===== config.mk =====
export PLATFORM = sky130hd
export DESIGN_NAME = mem_port_sched
export DESIGN_NICKNAME = d
export VERILOG_FILES = /design/src/rtl/mem_port_sched.sv
export SDC_FILE = /design/constraint.sdc
export NUM_CORES = 1
export LEC_CHECK = 0
export ABC_AREA = 1
export BUFFER_PORTS_ARGS = -buffer_cell sky130_fd_sc_hd__buf_2
export CORE_AREA = 10 10 185 187
export DETAILED_ROUTE_END_ITERATION = 8
export DIE_AREA = 0 0 195 197
export PLACE_DENSITY_LB_ADDON = 0.12
export SYNTH_ARGS = -nofsm -noshare
export SYNTH_HDL_FRONTEND = slang
export SYNTH_SLANG_ARGS = --single-unit

===== constraint.sdc =====
create_clock -name clk -period 25.7 [get_ports clk]
set_input_delay 5.14 -clock clk [delete_from_list [all_inputs] [get_ports clk]]
set_output_delay 5.14 -clock clk [all_outputs]
set_load 0.005 [all_outputs]

===== src/rtl/mem_port_sched.sv =====
// mem_port_sched: sequences fetch and data requests onto one shared memory port,
// one command at a time, and stalls the pipeline while a request is outstanding.
module mem_port_sched #(
  parameter int ADDR_W  = 64,
  parameter int DATA_W  = 64,
  parameter bit FAIR_EN = 1'b1
) (
  input  logic              clk,
  input  logic              reset,
  input  logic              if_req,
  input  logic [ADDR_W-1:0] if_addr,
  output logic [31:0]       if_rdata,
  output logic              if_done,
  input  logic              d_req,
  input  logic              d_read,
  input  logic              d_write,
  input  logic [3:0]        d_size,
  input  logic [ADDR_W-1:0] d_addr,
  input  logic [DATA_W-1:0] d_wdata,
  output logic [DATA_W-1:0] d_rdata,
  output logic              d_done,
  output logic              d_err,
  output logic              if_err,
  output logic              stall,
  output logic              mem_rd,
  output logic              mem_wr,
  output logic [ADDR_W-1:0] mem_addr,
  output logic [DATA_W-1:0] mem_wdata,
  output logic [3:0]        mem_size,
  input  logic [DATA_W-1:0] mem_rdata,
  input  logic              mem_ready
);

  // IDLE arbitrates | DATA/FETCH hold a command until mem_ready | RESP pulses done
  typedef enum logic [1:0] {S_IDLE, S_DATA, S_FETCH, S_RESP} state_t;

  state_t            r_state, w_state_nxt;
  logic              r_last_data, w_last_data_nxt;
  logic              r_mem_rd, r_mem_wr;
  logic [ADDR_W-1:0] r_mem_addr;
  logic [DATA_W-1:0] r_mem_wdata;
  logic [3:0]        r_mem_size;
  logic              r_if_done, r_d_done, r_if_err, r_d_err;
  logic [31:0]       r_if_rdata;
  logic [DATA_W-1:0] r_d_rdata;

  logic              w_mem_rd_nxt, w_mem_wr_nxt;
  logic [ADDR_W-1:0] w_mem_addr_nxt;
  logic [DATA_W-1:0] w_mem_wdata_nxt;
  logic [3:0]        w_mem_size_nxt;
  logic              w_if_done_nxt, w_d_done_nxt, w_if_err_nxt, w_d_err_nxt;
  logic [31:0]       w_if_rdata_nxt;
  logic [DATA_W-1:0] w_d_rdata_nxt;

  logic w_sz_b, w_sz_d, w_d_bad, w_if_bad, w_grant_d, w_grant_f;

  assign w_sz_b   = (d_size == 4'b0001);
  assign w_sz_d   = (d_size == 4'b1000);
  assign w_d_bad  = (d_read == d_write) | ~(w_sz_b | w_sz_d) | (w_sz_d & (|d_addr[2:0]));
  assign w_if_bad = |if_addr[1:0];

  // On a tie, fairness hands the grant to whoever lost the previous one.
  assign w_grant_d = d_req & (~if_req | (FAIR_EN == 1'b0) | ~r_last_data);
  assign w_grant_f = if_req & ~w_grant_d;

  always_ff @(posedge clk or posedge reset) begin
    if (reset) begin
      r_state     <= S_IDLE;
      r_last_data <= 1'b0;
    end else begin
      r_state     <= w_state_nxt;
      r_last_data <= w_last_data_nxt;
    end
  end

  always_comb begin
    w_state_nxt     = r_state;
    w_last_data_nxt = r_last_data;
    case (r_state)
      S_IDLE: begin
        if (w_grant_d) begin
          w_last_data_nxt = 1'b1;
          w_state_nxt     = w_d_bad ? S_RESP : S_DATA;
        end else if (w_grant_f) begin
          w_last_data_nxt = 1'b0;
          w_state_nxt     = w_if_bad ? S_RESP : S_FETCH;
        end
      end
      S_DATA, S_FETCH: if (mem_ready) w_state_nxt = S_RESP;
      default:         w_state_nxt = S_IDLE;
    endcase
  end

  always_comb begin
    w_mem_rd_nxt    = r_mem_rd;
    w_mem_wr_nxt    = r_mem_wr;
    w_mem_addr_nxt  = r_mem_addr;
    w_mem_wdata_nxt = r_mem_wdata;
    w_mem_size_nxt  = r_mem_size;
    w_if_done_nxt   = 1'b0;
    w_d_done_nxt    = 1'b0;
    w_if_err_nxt    = 1'b0;
    w_d_err_nxt     = 1'b0;
    w_if_rdata_nxt  = r_if_rdata;
    w_d_rdata_nxt   = r_d_rdata;
    case (r_state)
      S_IDLE: begin
        if (w_grant_d) begin
          if (w_d_bad) begin
            w_d_done_nxt  = 1'b1;
            w_d_err_nxt   = 1'b1;
            w_d_rdata_nxt = '0;
          end else begin
            w_mem_rd_nxt    = d_read;
            w_mem_wr_nxt    = d_write;
            w_mem_addr_nxt  = d_addr;
            w_mem_size_nxt  = d_size;
            w_mem_wdata_nxt = '0;
            if (d_write)
              w_mem_wdata_nxt = w_sz_b ? {{(DATA_W-8){1'b0}}, d_wdata[7:0]} : d_wdata;
          end
        end else if (w_grant_f) begin
          if (w_if_bad) begin
            w_if_done_nxt  = 1'b1;
            w_if_err_nxt   = 1'b1;
            w_if_rdata_nxt = '0;
          end else begin
            w_mem_rd_nxt    = 1'b1;
            w_mem_wr_nxt    = 1'b0;
            w_mem_addr_nxt  = if_addr;
            w_mem_size_nxt  = 4'd4;
            w_mem_wdata_nxt = '0;
          end
        end
      end
      S_DATA, S_FETCH: begin
        if (mem_ready) begin
          w_mem_rd_nxt    = 1'b0;
          w_mem_wr_nxt    = 1'b0;
          w_mem_addr_nxt  = '0;
          w_mem_wdata_nxt = '0;
          w_mem_size_nxt  = '0;
          if (r_state == S_DATA) begin
            w_d_done_nxt  = 1'b1;
            w_d_rdata_nxt = '0;
            if (r_mem_rd)
              w_d_rdata_nxt = (r_mem_size == 4'b0001) ?
                              {{(DATA_W-8){1'b0}}, mem_rdata[7:0]} : mem_rdata;
          end else begin
            w_if_done_nxt  = 1'b1;
            w_if_rdata_nxt = mem_rdata[31:0];
          end
        end
      end
      default: ;
    endcase
  end

  always_ff @(posedge clk or posedge reset) begin
    if (reset) begin
      r_mem_rd    <= 1'b0;
      r_mem_wr    <= 1'b0;
      r_mem_addr  <= '0;
      r_mem_wdata <= '0;
      r_mem_size  <= '0;
      r_if_done   <= 1'b0;
      r_d_done    <= 1'b0;
      r_if_err    <= 1'b0;
      r_d_err     <= 1'b0;
      r_if_rdata  <= '0;
      r_d_rdata   <= '0;
    end else begin
      r_mem_rd    <= w_mem_rd_nxt;
      r_mem_wr    <= w_mem_wr_nxt;
      r_mem_addr  <= w_mem_addr_nxt;
      r_mem_wdata <= w_mem_wdata_nxt;
      r_mem_size  <= w_mem_size_nxt;
      r_if_done   <= w_if_done_nxt;
      r_d_done    <= w_d_done_nxt;
      r_if_err    <= w_if_err_nxt;
      r_d_err     <= w_d_err_nxt;
      r_if_rdata  <= w_if_rdata_nxt;
      r_d_rdata   <= w_d_rdata_nxt;
    end
  end

  assign mem_rd    = r_mem_rd;
  assign mem_wr    = r_mem_wr;
  assign mem_addr  = r_mem_addr;
  assign mem_wdata = r_mem_wdata;
  assign mem_size  = r_mem_size;
  assign if_done   = r_if_done;
  assign d_done    = r_d_done;
  assign if_err    = r_if_err;
  assign d_err     = r_d_err;
  assign if_rdata  = r_if_rdata;
  assign d_rdata   = r_d_rdata;
  assign stall     = (if_req & ~r_if_done) | (d_req & ~r_d_done);

endmodule


==> flow_summary.ini <==
[timing]
max_freq_ghz = 0.0927
finalCriticalPeriod_ns = 10.79
period_share = 0.420
drv_slew = 0
hold_violations = 0
setup_viol = 0
worstMarginPinSlew_ns = 1.12
timing.slew.headroom = 0.255
tns_ns = 0
fin_ws_ns = 14.91
skew_ns = 0.0138
rsz0062_at_grt = false
timing.hold.ws_ns = 0.461

[critical_path]
r2r_end = mem_addr[10]
reg2reg_slack_ns = 21.91
crit_path_end = stall
rr_worst_depth = 8
startpoint_type = input port
path_max_fanout = 5
end_kind = output port
worst-path-buf-inv = 3
crit_start = if_req
r2r-start = r_state[0]
crit_path_max_incr_delay_ns = 0.16
criticalPathCategory = in -> out
critPathTopFamily = buffers and inverters
path_depth = 4
critPathSlowestCell = buf_2
cp_common_cell = buf_2
crit_chain = buf_2 > inv_2 > o22ai_1 > buf_2
cp.arrival_ns = 5.65
crit_required_ns = 20.56

[synthesis]
synth.distinct_cells = 19
synth_top_area_share = 0.511
yosys.area.top_type = dfrtp_1
synthesis.area_mm2 = 0.0116
postSynthNetCount = 1848
yosysSeqAreaShare = 0.511
ys_top_cells_by_area = dfrtp_1 51%, nand2_1 20%, nand3_1 9.0%
synthCells = 1576
syn-mean-instance-area_um2 = 7.37
ys_warn_count = 0
ys_ff_latch = 237

[worst_hold_path]
hold_path_class = reg -> reg
holdPathStages = 2

[route]
drc = 0
wl_per_cell_um = 18.7
drt_pre_antenna_iters = 5
routed_wl_mm = 45.3
vias = 12014
drt_iter0_markers = 894
antenna_left = 0
vias_per_cell = 4.96

[clock_network]
htreeDepth = 1
cts_sinks = 237
cts_hold_buf = 0
clock_path_buffers = 3
numCtsBuffers = 29
postCtsSetupRepairBufs = 0
post_cts_resized = 0
clock-root-buffer = clkbuf_16
cts_tree = yes
clk_pin_slew_ns = 0.05
worstSkewPairLatency_ns = 0.54

[floorplanning]
fp.dieW_um = 195
ios = 502
rows = 64
dieArea_mm2 = 0.0384
initial_core_util = 0.381
core_mm2 = 0.0304
die_h_um = 197

[finish]
drive_gt1_frac = 0.287
instances_no_fill = 2420
num-nets-final = 2269
area_delta_synth_final_pct = 32.4
utilization = 0.505
n_fill_cell = 3147

[global_route]
grt_pass1_wl_mm = 69.6
grt_pass1_vias = 11673
met2_usage = 0.371
top_usage_layer = met2
grtUsageMet1 = 0.281
grt_usage = 0.222
antenna_found_initial = 5
grt_start_max_net_pins = 102
grtUsageMet3 = 0.0626
overflow = 0

[placed_design]
dp.cells = 2362
dpl.hpwl_mm = 31.7
preCtsSetupSlack_ns = 14.93
gp_congestion = 0.902
portBuffers = 501

[status]
status = finished, final reports clean

[job]
cap_violations = 0

[power_and_ir_drop]
p_leak_nw = 9.13
ir_worst_vdd_mv = 0.0820
powerDensity_mw_per_mm2 = 123
-- how the worst min path moves through the flow --
stage	from	to
floorplan	d_rdata[0]	d_rdata[0]
global placement	mem_wdata[36]	mem_wdata[36]
detailed placement	mem_addr[53]	mem_addr[53]
CTS	mem_addr[53]	mem_addr[53]
global route	mem_addr[53]	mem_addr[53]
finish	mem_addr[53]	mem_addr[53]
-- state kept, by name, indices dropped and copies added (netlist names) --
name and count:
if_done 1, d_done 1, mem_wr 1, mem_size 4, if_rdata 32, r_last_data 1, mem_wdata 64, if_err 1
mem_rd 1, d_rdata 64, r_state 2, d_err 1, mem_addr 64
-- cell families after synthesis --
kind of cell               share of synthesized area
AOI/OAI and AO/OA                             0.0474
buffers and inverters                         0.0702
DFF                                            0.511
adders and majority gates                    0.00539
xor gates and xnor gates                    0.000755
and+or+nand+nor                                0.365
-- tightest hold or removal path, delay by kind of cell, from the launching register on --
family | cells | cell delay (ns)
flip-flops | 1 | 0.33
AND/OR/NAND/NOR | 2 | 0.09
-- synthesized netlist by cell type --
cell / count
inv_2: 3
buf_2: 27
nor3_1: 9
o21ai_0: 40
a21oi_1: 66
nor2_1: 134
inv_1: 78
o21ai_1: 1
dfrtp_1: 237
nand3_1: 208
xor2_1: 1
buf_1: 21
nor3_4: 1
o22ai_1: 1
clkbuf_1: 79
nand2_1: 607
a22o_1: 1
ha_1: 5
nand4_1: 57
-- area by class of cell --
type	count	area, µm²	share of cell area
diodes	5	12.5	0.000814
repair buffers	517	2630	0.171
clock inverters	11	213	0.0138
well taps	396	495	0.0322
multi-input cells	1131	4920	0.320
flip-flops and latches	237	5930	0.386
clock buffers	42	855	0.0556
inverters	81	312	0.0203
-- through the flow --
stage,cell area [µm²],total power [mW]
detailed placement,14300,1.46
global route,15400,2.05
floorplan,11600,1.12
finish,15400,1.89
global placement,14300,1.45
CTS,15400,1.92
-- layout by cell type (no fill, tap or decap) --
master     Yosys  layout
nand2_1      607     602
buf_2         27     501
dfrtp_1      237     237
nand3_1      208     206
nor2_1       134     134
inv_1         78      77
a21oi_1       66      65
nand4_1       57      57
o21ai_0       40      40
clkbuf_16      0      29
buf_4          0      16
nor3_1         9       8
clkbuf_8       0       8
bufinv_16      0       6
diode_2        0       5
clkbuf_1      79       5
ha_1           5       4
nand2_2        0       3
inv_2          3       3
clkinv_2       0       3
nand3_2        0       2
nand2_4        0       2
inv_6          0       2
xor2_1         1       1
o21ai_1        1       1
a21oi_4        0       1
nor3_2         0       1
nor3_4         1       1
a22o_1         1       1
o22ai_1        1       1
inv_8          0       1
ha_4           0       1
-- routing by layer --
metal	vias to the layer above	part of all wire
met5	-	0.00046
met4	4	0.020
met3	60	0.077
met2	397	0.49
met1	5686	0.41
li1	5867	-
-- power by group --
group / switching, mW / internal [mW] / leakage [nW] / total [mW]
registers: 0.0613 / 0.493 / 3.19 / 0.555
clock network: 0.163 / 0.290 / 0.526 / 0.453
logic: 0.637 / 0.250 / 5.41 / 0.887
Note: power is estimated with default switching activity, not from simulation.
